--- src/rtl/verify_stream_pkg.sv ---
// Shared types and cipher/hash helpers for the streaming verify path.
// Helpers work on a wide word and take the live width and rotate amount
// as arguments, so one package serves every W up to MAX_W.
package verify_stream_pkg;

    typedef enum logic {
        ACC = 1'b0,
        RES = 1'b1
    } state_t;

    localparam int unsigned MAX_W = 64;

    typedef logic [MAX_W-1:0] word_t;

    // Low w bits set.
    function automatic word_t width_mask(input int unsigned w);
        if (w >= MAX_W) return '1;
        return (word_t'(1) << w) - word_t'(1);
    endfunction

    // Rotate left over the low w bits.
    function automatic word_t rotl(input word_t x, input int unsigned amt, input int unsigned w);
        word_t       mask;
        word_t       v;
        int unsigned a;
        mask = width_mask(w);
        v    = x & mask;
        a    = amt % w;
        if (a == 0) return v;
        return ((v << a) | (v >> (w - a))) & mask;
    endfunction

    // Rotate right over the low w bits.
    function automatic word_t rotr(input word_t x, input int unsigned amt, input int unsigned w);
        return rotl(x, w - (amt % w), w);
    endfunction

    function automatic word_t enc_byte(input word_t p, input word_t k,
                                       input int unsigned rot, input int unsigned w);
        return rotl(p ^ k, rot, w);
    endfunction

    function automatic word_t dec_byte(input word_t c, input word_t k,
                                       input int unsigned rot, input int unsigned w);
        return rotr(c, rot, w) ^ (k & width_mask(w));
    endfunction

    function automatic word_t hash_step(input word_t h, input word_t c, input int unsigned w);
        return rotl(h, 1, w) ^ (c & width_mask(w));
    endfunction

endpackage

--- src/rtl/verify_stream_if.sv ---
// Beat input and result record bundle for verify_stream.
interface verify_stream_if #(
    parameter int unsigned W       = 8,
    parameter int unsigned MAX_LEN = 16
);
    localparam int unsigned CW = $clog2(MAX_LEN + 1);
    localparam int unsigned IW = $clog2(MAX_LEN);

    logic [W-1:0]  key;
    logic          in_valid;
    logic          in_ready;
    logic [W-1:0]  in_cipher;
    logic [W-1:0]  in_plain;
    logic          in_last;
    logic [W-1:0]  ref_hash;
    logic          res_valid;
    logic          res_ready;
    logic          res_pass;
    logic          res_dec_err;
    logic          res_hash_err;
    logic          res_len_err;
    logic [CW-1:0] res_bad_cnt;
    logic [IW-1:0] res_first_bad;
    logic [CW-1:0] res_len;
    logic [W-1:0]  res_hash;

    // Producer of beats and consumer of results.
    modport master (
        output key, in_valid, in_cipher, in_plain, in_last, ref_hash, res_ready,
        input  in_ready, res_valid, res_pass, res_dec_err, res_hash_err, res_len_err,
               res_bad_cnt, res_first_bad, res_len, res_hash
    );

    // The verifier itself.
    modport slave (
        input  key, in_valid, in_cipher, in_plain, in_last, ref_hash, res_ready,
        output in_ready, res_valid, res_pass, res_dec_err, res_hash_err, res_len_err,
               res_bad_cnt, res_first_bad, res_len, res_hash
    );

endinterface

--- src/rtl/verify_step.sv ---
// One beat of verification: decrypt-and-compare plus one hash fold.
module verify_step
    import verify_stream_pkg::*;
#(
    parameter int unsigned W   = 8,
    parameter int unsigned ROT = 3
) (
    input  logic [W-1:0] cipher,
    input  logic [W-1:0] plain,
    input  logic [W-1:0] key,
    input  logic [W-1:0] hash_in,
    output logic         dec_ok,
    output logic [W-1:0] hash_out
);

    logic [W-1:0] dec;

    assign dec      = W'(dec_byte(word_t'(cipher), word_t'(key), ROT, W));
    assign dec_ok   = (dec == plain);
    assign hash_out = W'(hash_step(word_t'(hash_in), word_t'(cipher), W));

endmodule

--- src/rtl/verify_stream.sv ---
// Streaming frame verifier: accumulates per-beat checks and a keyed hash
// over a frame, then holds one result record until it is consumed.
module verify_stream
    import verify_stream_pkg::*;
#(
    parameter int unsigned W       = 8,
    parameter int unsigned MAX_LEN = 16,
    parameter int unsigned ROT     = 3
) (
    input logic           clk,
    input logic           rst,
    verify_stream_if.slave bus
);

    localparam int unsigned     CW      = $clog2(MAX_LEN + 1);
    localparam int unsigned     IW      = $clog2(MAX_LEN);
    localparam logic [CW-1:0]   LEN_MAX = CW'(MAX_LEN);

    state_t state, state_nxt;

    logic          accept;
    logic          res_done;
    logic          first_beat;
    logic          in_range;
    logic          dec_ok;
    logic          mismatch;
    logic [W-1:0]  beat_key;
    logic [W-1:0]  hash_in;
    logic [W-1:0]  hash_out;

    // Running accumulators for the frame in progress.
    logic [W-1:0]  key_q;
    logic [W-1:0]  hash_q;
    logic [CW-1:0] len_q;
    logic [CW-1:0] bad_q;
    logic [IW-1:0] first_bad_q;
    logic          dec_err_q;
    logic          len_err_q;

    logic [CW-1:0] len_nxt;
    logic [CW-1:0] bad_nxt;
    logic [IW-1:0] first_bad_nxt;
    logic          dec_err_nxt;
    logic          len_err_nxt;
    logic          hash_err_nxt;

    // Held result record.
    logic          r_pass;
    logic          r_dec_err;
    logic          r_hash_err;
    logic          r_len_err;
    logic [CW-1:0] r_bad_cnt;
    logic [IW-1:0] r_first_bad;
    logic [CW-1:0] r_len;
    logic [W-1:0]  r_hash;

    // State register.
    // NOTE: sequential state uses non-blocking assignments so every register
    // samples pre-edge values, independent of process ordering.
    always_ff @(posedge clk) begin
        if (rst) state <= ACC;
        else     state <= state_nxt;
    end

    // Next-state and handshake outputs.
    // NOTE: every output gets a default before the case so no path leaves a
    // signal unassigned, which would infer a latch.
    always_comb begin
        state_nxt    = state;
        bus.in_ready  = 1'b0;
        bus.res_valid = 1'b0;
        case (state)
            ACC: begin
                bus.in_ready = 1'b1;
                if (bus.in_valid && bus.in_last) state_nxt = RES;
            end
            RES: begin
                bus.res_valid = 1'b1;
                if (bus.res_ready) state_nxt = ACC;
            end
            default: state_nxt = ACC;
        endcase
    end

    assign accept   = (state == ACC) && bus.in_valid;
    assign res_done = (state == RES) && bus.res_ready;

    // Length never returns to zero inside a frame (it saturates), so a zero
    // length marks the first beat; that beat takes the key straight off the port.
    assign first_beat = (len_q == '0);
    assign beat_key   = first_beat ? bus.key : key_q;
    assign hash_in    = first_beat ? bus.key : hash_q;

    verify_step #(
        .W   (W),
        .ROT (ROT)
    ) u_step (
        .cipher   (bus.in_cipher),
        .plain    (bus.in_plain),
        .key      (beat_key),
        .hash_in  (hash_in),
        .dec_ok   (dec_ok),
        .hash_out (hash_out)
    );

    assign mismatch      = !dec_ok;
    assign in_range      = (len_q < LEN_MAX);
    assign len_nxt       = in_range ? len_q + CW'(1) : len_q;
    assign len_err_nxt   = len_err_q || !in_range;
    assign bad_nxt       = (mismatch && (bad_q != LEN_MAX)) ? bad_q + CW'(1) : bad_q;
    assign dec_err_nxt   = dec_err_q || mismatch;
    // Only the first mismatch, and only if it still has a representable index.
    assign first_bad_nxt = (mismatch && !dec_err_q && in_range) ? IW'(len_q) : first_bad_q;
    assign hash_err_nxt  = (hash_out != bus.ref_hash);

    // Accumulate accepted beats; the last beat hands off to the result record.
    always_ff @(posedge clk) begin
        if (rst || (accept && bus.in_last)) begin
            key_q       <= '0;
            hash_q      <= '0;
            len_q       <= '0;
            bad_q       <= '0;
            first_bad_q <= '0;
            dec_err_q   <= 1'b0;
            len_err_q   <= 1'b0;
        end else if (accept) begin
            key_q       <= beat_key;
            hash_q      <= hash_out;
            len_q       <= len_nxt;
            bad_q       <= bad_nxt;
            first_bad_q <= first_bad_nxt;
            dec_err_q   <= dec_err_nxt;
            len_err_q   <= len_err_nxt;
        end
    end

    // Capture the record on the last beat, hold it, clear it on consumption.
    always_ff @(posedge clk) begin
        if (rst || res_done) begin
            r_pass      <= 1'b0;
            r_dec_err   <= 1'b0;
            r_hash_err  <= 1'b0;
            r_len_err   <= 1'b0;
            r_bad_cnt   <= '0;
            r_first_bad <= '0;
            r_len       <= '0;
            r_hash      <= '0;
        end else if (accept && bus.in_last) begin
            r_pass      <= !dec_err_nxt && !hash_err_nxt && !len_err_nxt;
            r_dec_err   <= dec_err_nxt;
            r_hash_err  <= hash_err_nxt;
            r_len_err   <= len_err_nxt;
            r_bad_cnt   <= bad_nxt;
            r_first_bad <= first_bad_nxt;
            r_len       <= len_nxt;
            r_hash      <= hash_out;
        end
    end

    assign bus.res_pass      = r_pass;
    assign bus.res_dec_err   = r_dec_err;
    assign bus.res_hash_err  = r_hash_err;
    assign bus.res_len_err   = r_len_err;
    assign bus.res_bad_cnt   = r_bad_cnt;
    assign bus.res_first_bad = r_first_bad;
    assign bus.res_len       = r_len;
    assign bus.res_hash      = r_hash;

endmodule
--- src/flat_wrapper.sv ---
// flat-port wrapper written by rule: the top's interface ports become plain ports
module verify_stream_flat import verify_stream_pkg::*;
#(
    parameter int unsigned W       = 8,
    parameter int unsigned MAX_LEN = 16,
    parameter int unsigned ROT     = 3
)
  (clk, rst, bus_key, bus_in_valid, bus_in_cipher, bus_in_plain, bus_in_last, bus_ref_hash, bus_res_ready, bus_in_ready, bus_res_valid, bus_res_pass, bus_res_dec_err, bus_res_hash_err, bus_res_len_err, bus_res_bad_cnt, bus_res_first_bad, bus_res_len, bus_res_hash);
  verify_stream_if #(.W(W), .MAX_LEN(MAX_LEN)) bus_i ();
  input logic clk;
  input logic rst;
  input wire logic [$bits(bus_i.key)-1:0] bus_key;
  input wire logic [$bits(bus_i.in_valid)-1:0] bus_in_valid;
  input wire logic [$bits(bus_i.in_cipher)-1:0] bus_in_cipher;
  input wire logic [$bits(bus_i.in_plain)-1:0] bus_in_plain;
  input wire logic [$bits(bus_i.in_last)-1:0] bus_in_last;
  input wire logic [$bits(bus_i.ref_hash)-1:0] bus_ref_hash;
  input wire logic [$bits(bus_i.res_ready)-1:0] bus_res_ready;
  output wire logic [$bits(bus_i.in_ready)-1:0] bus_in_ready;
  output wire logic [$bits(bus_i.res_valid)-1:0] bus_res_valid;
  output wire logic [$bits(bus_i.res_pass)-1:0] bus_res_pass;
  output wire logic [$bits(bus_i.res_dec_err)-1:0] bus_res_dec_err;
  output wire logic [$bits(bus_i.res_hash_err)-1:0] bus_res_hash_err;
  output wire logic [$bits(bus_i.res_len_err)-1:0] bus_res_len_err;
  output wire logic [$bits(bus_i.res_bad_cnt)-1:0] bus_res_bad_cnt;
  output wire logic [$bits(bus_i.res_first_bad)-1:0] bus_res_first_bad;
  output wire logic [$bits(bus_i.res_len)-1:0] bus_res_len;
  output wire logic [$bits(bus_i.res_hash)-1:0] bus_res_hash;
  assign bus_i.key = bus_key;
  assign bus_i.in_valid = bus_in_valid;
  assign bus_i.in_cipher = bus_in_cipher;
  assign bus_i.in_plain = bus_in_plain;
  assign bus_i.in_last = bus_in_last;
  assign bus_i.ref_hash = bus_ref_hash;
  assign bus_i.res_ready = bus_res_ready;
  assign bus_in_ready = bus_i.in_ready;
  assign bus_res_valid = bus_i.res_valid;
  assign bus_res_pass = bus_i.res_pass;
  assign bus_res_dec_err = bus_i.res_dec_err;
  assign bus_res_hash_err = bus_i.res_hash_err;
  assign bus_res_len_err = bus_i.res_len_err;
  assign bus_res_bad_cnt = bus_i.res_bad_cnt;
  assign bus_res_first_bad = bus_i.res_first_bad;
  assign bus_res_len = bus_i.res_len;
  assign bus_res_hash = bus_i.res_hash;
  verify_stream #(.W(W), .MAX_LEN(MAX_LEN), .ROT(ROT)) u_core (.clk(clk), .rst(rst), .bus(bus_i));
endmodule
--- config.mk ---
export PLATFORM = sky130hd
export DESIGN_NAME = verify_stream_flat
export DESIGN_NICKNAME = d
export VERILOG_FILES = /design/src/rtl/verify_stream_pkg.sv /design/src/rtl/verify_stream_if.sv /design/src/rtl/verify_step.sv /design/src/rtl/verify_stream.sv /design/src/flat_wrapper.sv
export SDC_FILE = /design/constraint.sdc
export NUM_CORES = 1
export LEC_CHECK = 0
export BUFFER_PORTS_ARGS = -buffer_cell sky130_fd_sc_hd__buf_2
export CAP_MARGIN = 20
export CORE_MARGIN = 1
export CORE_UTILIZATION = 44
export DETAILED_ROUTE_END_ITERATION = 6
export MAX_ROUTING_LAYER = met4
export PLACE_DENSITY = 0.78
export SLEW_MARGIN = 30
export SYNTH_ARGS = -nofsm -noshare
export SYNTH_HDL_FRONTEND = slang
export SYNTH_HIERARCHICAL = 1
export SYNTH_SLANG_ARGS = --single-unit
--- constraint.sdc ---
create_clock -name clk -period 3.1 [get_ports clk]
set_input_delay 0.93 -clock clk [delete_from_list [all_inputs] [get_ports clk]]
set_output_delay 0.93 -clock clk [all_outputs]
set_load 0.03 [all_outputs]
; ---- Word level (Yosys, flattened, before mapping)
; Cells that the tools add are included.
[classes]
n_addsub = 2
order_cmp = 1
n_eq_ne = 3
n_mux = 10
n_bitwise = 5
n_reduce_logical = 20
[ops]
columns = cell, n
row1 = 8-bit 2-to-1 mux, 2
row2 = 8-bit bitwise XOR, 2
row3 = 5-bit by 1-bit adder with 5-bit output (second input constant), 2
row4 = 5-bit 2-to-1 mux, 2
row5 = 1-bit logical AND, 9
row6 = 8-bit == test, 1
row7 = 8-bit != test, 1
row8 = 8-bit by 1-bit bitwise OR with 8-bit output, 1
row9 = 8-bit by 5-bit bitwise OR with 8-bit output, 1
row10 = 1-bit logical NOT, 6
row11 = 5-bit logical NOT, 1
row12 = 5-bit less-than comparator (second input constant), 1
row13 = 5-bit != test (second input constant), 1
row14 = 1-bit logical OR, 4
row15 = 1-bit 2-to-1 mux, 4
row16 = 4-bit 2-to-1 mux, 1
row17 = 1-bit one-hot mux with 2 select lines, 1
row18 = 1-bit NOT, 1
[word_totals]
regBits = 59
elab_cells = 57

; ---- Depth between registers and ports, before layout
[depth]
depth_word = 9
mapped_depth = 15
depth_no_buf = 12

; ---- Modules after synthesis
; Netlist, hierarchy kept.
[modules_own_cells]
columns = module, instances, cells_per_inst, area_per_inst_um2, seq_area_each_um2
row1 = verify_stream, 1, 336, 2688.8, 1181.1
row2 = verify_step, 1, 21, 262.8, 0.0

; ---- Least setup slack after synthesis
; OpenSTA, ideal clock, no wires.
[synth_path]
path_kind = register to register
startpoint = reg u_core.len_q[0]
endpoint = reg u_core.r_pass, in the netlist u_core/bus.res_pass
setup_time_ns = 0.070
arrival_time_ns = 2.944
setup_slack_ns = 0.086
stages_incl_launch_ff = 16
period_less_slack_ns = 3.014
cell_sequence = dfxtp_1 > clkbuf_1 > inv_1 > ha_1 > or4b_1 > buf_6 > buf_8 > nand2_1 > nand2_1 > xnor3_1 > nand4_1 > nor4_2 > clkbuf_1 > nor4b_1 > nand4_1 > a21oi_1
[synth_between]
elab_chain_cells = 9
word_cells_on_any_way = 18
[synth_rtl]
columns = element, line
row1 = from (decl), verify_stream.sv:34  ; logic [CW-1:0] len_q;
row2 = from (signal assigned), verify_stream.sv:129  ; len_q <= len_nxt;
row3 = 5-bit logical NOT, verify_stream.sv:90  ; assign first_beat = (len_q == '0);
row4 = 8-bit 2-to-1 mux, verify_stream.sv:91  ; assign beat_key = first_beat ? bus.key : key_q;
row5 = named net u_core.beat_key[1], verify_stream.sv:27  ; logic [W-1:0] beat_key;
row6 = 8-bit bitwise XOR, verify_stream_pkg.sv:45  ; return rotr(c, rot, w) ^ (k & width_mask(w));
row7 = 8-bit == test, verify_step.sv:19  ; assign dec_ok = (dec == plain);
row8 = named net u_core.dec_ok, verify_stream.sv:25  ; logic dec_ok;
row9 = 1-bit logical NOT, verify_stream.sv:106  ; assign mismatch = !dec_ok;
row10 = 1-bit logical OR, verify_stream.sv:111  ; assign dec_err_nxt = dec_err_q || mismatch;
row11 = 1-bit logical NOT, verify_stream.sv:149  ; r_pass <= !dec_err_nxt && !hash_err_nxt && !len_err_nxt;
row12 = 1-bit logical AND (2 in series), verify_stream.sv:149
row13 = to (signal assigned), verify_stream.sv:149
row14 = to (decl), verify_stream.sv:48  ; logic r_pass;
; The timed path passes the listed nets, and every way through them passes these cells.
; A chain may end at the register's enable or synchronous reset.

; ---- Worst setup path in the final report
[layout_path]
startpoint = reg u_core.len_q[0]
endpoint = reg u_core.r_first_bad[3], in the netlist u_core/bus.res_first_bad[3]
[layout_between]
elab_chain_cells = 8
word_cells_on_any_way = 9
[layout_rtl]
columns = element, line
row1 = 5-bit logical NOT, verify_stream.sv:90
row2 = 8-bit 2-to-1 mux, verify_stream.sv:91
row3 = named net u_core.beat_key[0], verify_stream.sv:27
row4 = 8-bit bitwise XOR, verify_stream_pkg.sv:45
row5 = 8-bit == test, verify_step.sv:19
row6 = named net u_core.dec_ok, verify_stream.sv:25
row7 = 1-bit logical NOT, verify_stream.sv:106
row8 = 1-bit logical AND (2 in series), verify_stream.sv:113  ; assign first_bad_nxt = (mismatch && !dec_err_q && in_range) ? IW'(len_q) : first_bad_q;
row9 = 4-bit 2-to-1 mux, verify_stream.sv:113
row10 = to (signal assigned), verify_stream.sv:154  ; r_first_bad <= first_bad_nxt;
row11 = to (decl), verify_stream.sv:53  ; logic [IW-1:0] r_first_bad;
; The timed path passes the listed nets, and every way through them passes these cells.

==> metrics <==
cts bufs inserted 9; post-detailed-route DRC marker count 8; power per standard cell area 526 nW/um^2; number of synthesis warnings 6; largest driver fanout on the critical path 11; Area Growth Syn to Fin 19.3%; # IOs 65; final number of max-transition violations 0; Final Hold Vio Count 0; number of nets in the layout 463; clk slew on worst S/H paths 0.06 ns; number of port buffers 64; Core Box Area 6420 um^2; setup skew after layout 0.00436 ns; worst-case hold slack 0.458 ns; maximum buffer depth of the clock tree 2; die height 83.9 um; Fmax 350 MHz; vias in the first global route 2430; post-layout minimum cycle time 2.86 ns; number of antenna violations at the first check in global routing 0; Synth Instances 357; Worst Min Path Start u_core/hash_q[2]; slew margin rel. 51.7%; Worst EP required 3.34 ns; Cell Area, Synth 2950 um^2; capturing element type of the critical path flip-flop; Detail Route Antenna Nets 0; Non-Filler Cell Area, Final 3520 um^2; weighted congestion at the end of routability-driven global placement 0.810; largest net degree at the start of global routing 33; WL/cell 13.2 um; Post-synth top cells sky130_fd_sc_hd__nand2_1 (84), sky130_fd_sc_hd__dfxtp_1 (59), sky130_fd_sc_hd__nor2_1 (32); post-DP HPWL 4850 um; Netlist cell types 41; launch point of the worst path u_core/len_q[0]; cell with the most instances after synthesis sky130_fd_sc_hd__nand2_1; Max-cap violations 0; kind of critical path reg -> reg; standby leakage power 1.61 nW; status finished, violations left; horizontal die dimension 83.9 um; site row count 29; sequential share of the synthesized area 40.0%; portion of synthesized cell area occupied by the leading cell type 40.0%; #FFs+latches synth 59; CTS Root Buffer Type sky130_fd_sc_hd__clkbuf_8; startpoint of the worst-slack reg-to-reg timing path u_core/len_q[0]; primary flip-flop cell chosen by synthesis mapping sky130_fd_sc_hd__dfxtp_1; Final Cycle Share 92.2%; number of antenna repair diodes 0; sort of element at the start of the critical path flip-flop; global-route wire length before repair 11000 um; GR Overflow Total 0; violation count after the first detailed-route iteration 137; placement-stage cell area 3330 um^2; vias per cell 5.22; RSZ-0062 raised after global routing no; Post-Synthesis Net Count 398; wire length reported by the detailed router 6660 um; total die area 7040 um^2; sink count of the clock tree 59; violations in the final reports DRC; post-layout util 54.8%; starting density of the core 46.0%; later-pin clock latency in the skew report 0.33 ns; hold crit path type reg -> reg; worst slew pin tran 0.725 ns; hold-fix buffer count after cts 0; peak supply drop 0.352 mV; biggest area consumer among synthesized cells sky130_fd_sc_hd__dfxtp_1; largest cells by area after synthesis sky130_fd_sc_hd__dfxtp_1 (40%), sky130_fd_sc_hd__nand2_1 (11%), sky130_fd_sc_hd__xor2_1 (5.3%); Post-synth EDFFs 0; fraction of final layout cells with drive strength greater than 1 23.0%; H-Tree Depth 3; overall routing resource usage 20.2%; Synth Area per Inst 8.27 um^2; accumulated negative setup slack 0 ns; CTS tree yes; Async SR Flop Fraction 0%; vias post-DR 2633; final setup fails 0; number of iterations in the first detailed-routing pass 7; endpoint arrival time on the critical path 3.10 ns
-- worst max-delay path: stages (launching register included) --
cell and delay [ns]:
sky130_fd_sc_hd__dfxtp_1 0.31, sky130_fd_sc_hd__inv_1 0.06, sky130_fd_sc_hd__ha_1 0.17, sky130_fd_sc_hd__or4b_4 0.55
sky130_fd_sc_hd__nand2_1 0.12, sky130_fd_sc_hd__nand2_1 0.09, sky130_fd_sc_hd__xnor3_1 0.28, sky130_fd_sc_hd__nand4_1 0.13
sky130_fd_sc_hd__nor4_2 0.29, sky130_fd_sc_hd__buf_4 0.21, sky130_fd_sc_hd__nor3_2 0.04, sky130_fd_sc_hd__buf_4 0.17
sky130_fd_sc_hd__mux2i_1 0.12, sky130_fd_sc_hd__a211oi_1 0.22
-- area by class of cell --
| class | instances | area [um^2] |
|---|---|---|
| fill | 586 | 2900 |
| multi-input combinational | 267 | 1620 |
| sequential | 59 | 1180 |
| timing repair buffer | 78 | 425 |
| clock buffer | 14 | 163 |
| tap | 77 | 96.3 |
| inverter | 7 | 26.3 |
| clock inverter | 2 | 10.0 |
-- cells in the final DEF (no fill, tap or decap), drive strengths merged, types with 6 or more instances in the layout --
cell / Yosys / final
dfxtp: 59 / 59
and3: 9 / 9
nand2: 84 / 84
nor3: 13 / 13
xnor3: 6 / 6
inv: 7 / 7
mux2i: 7 / 7
a21oi: 31 / 31
nor2: 32 / 32
clkbuf: 16 / 14
xnor2: 12 / 12
xor2: 18 / 18
o21ai: 8 / 8
a211oi: 10 / 10
buf: 8 / 78
-- report_power, final --
part	internal, W	switching (W)	leakage, nW
combinational	0.000168	0.000239	1.04
clock	0.000332	0.000288	0.0905
sequential	0.000802	0.0000249	0.482
total	0.00130	0.000552	1.61
-- layer usage --
| layer | vias to the layer above | part of all wire, % | global-route usage (%) |
|---|---|---|---|
| met3 | 12 | 5.3 | 4.35 |
| met5 | - | 0 | - |
| li1 | 1323 | - | - |
| met2 | 81 | 48 | 31.8 |
| met4 | 0 | 1.7 | 9.40 |
| met1 | 1217 | 45 | 24.8 |
-- final timing paths --
kind,end,slack (ns),cells past startpoint
setup / recovery,u_core/bus.res_first_bad[3],0.24,13
hold / removal,u_core/hash_q[2],0.46,2
setup reg to reg,u_core/bus.res_first_bad[3],0.24,13
hold reg to reg,u_core/hash_q[2],0.46,2
-- sequential cells by signal, indices dropped and copies added, names as in the netlist, 4 cells and up --
| register | cells |
|---|---|
| u_core/bus.res_len | 5 |
| u_core/bus.res_first_bad | 4 |
| u_core/bus.res_bad_cnt | 5 |
| u_core/key_q | 8 |
| u_core/bad_q | 5 |
| u_core/first_bad_q | 4 |
| u_core/len_q | 5 |
| u_core/bus.res_hash | 8 |
| u_core/hash_q | 8 |
-- per-stage QoR --
stage	instances	power, W	setup WS [ns]
after floorplan	357	0.00114	0.0860
after global placement	486	0.00123	0.223
after detailed placement	486	0.00124	0.106
after CTS	502	0.00186	0.0840
after global routing	504	0.00194	0.0259
final	504	0.00185	0.240
-- repair_timing --
action                     in CTS  in global routing
buffers inserted                0                  2
gates resized for setup         0                  1
setup endpoints to repair       0                 14
-- cells by family (layout without fill, tap and decap cells) --
group                    Yosys count  count (layout)  share of synthesized area, %
AND/OR/NAND/NOR                  166             166                          26.7
multiplexers                       7               7                          2.37
XOR/XNOR                          36              36                          13.5
AO/OA/AOI/OAI                     54              54                          10.5
flip-flops                        59              59                          40.0
adder cells (fa/ha/maj)            4               4                          1.70
buffers and inverters             31             101                          5.30
(Power assumes the default switching activity.)
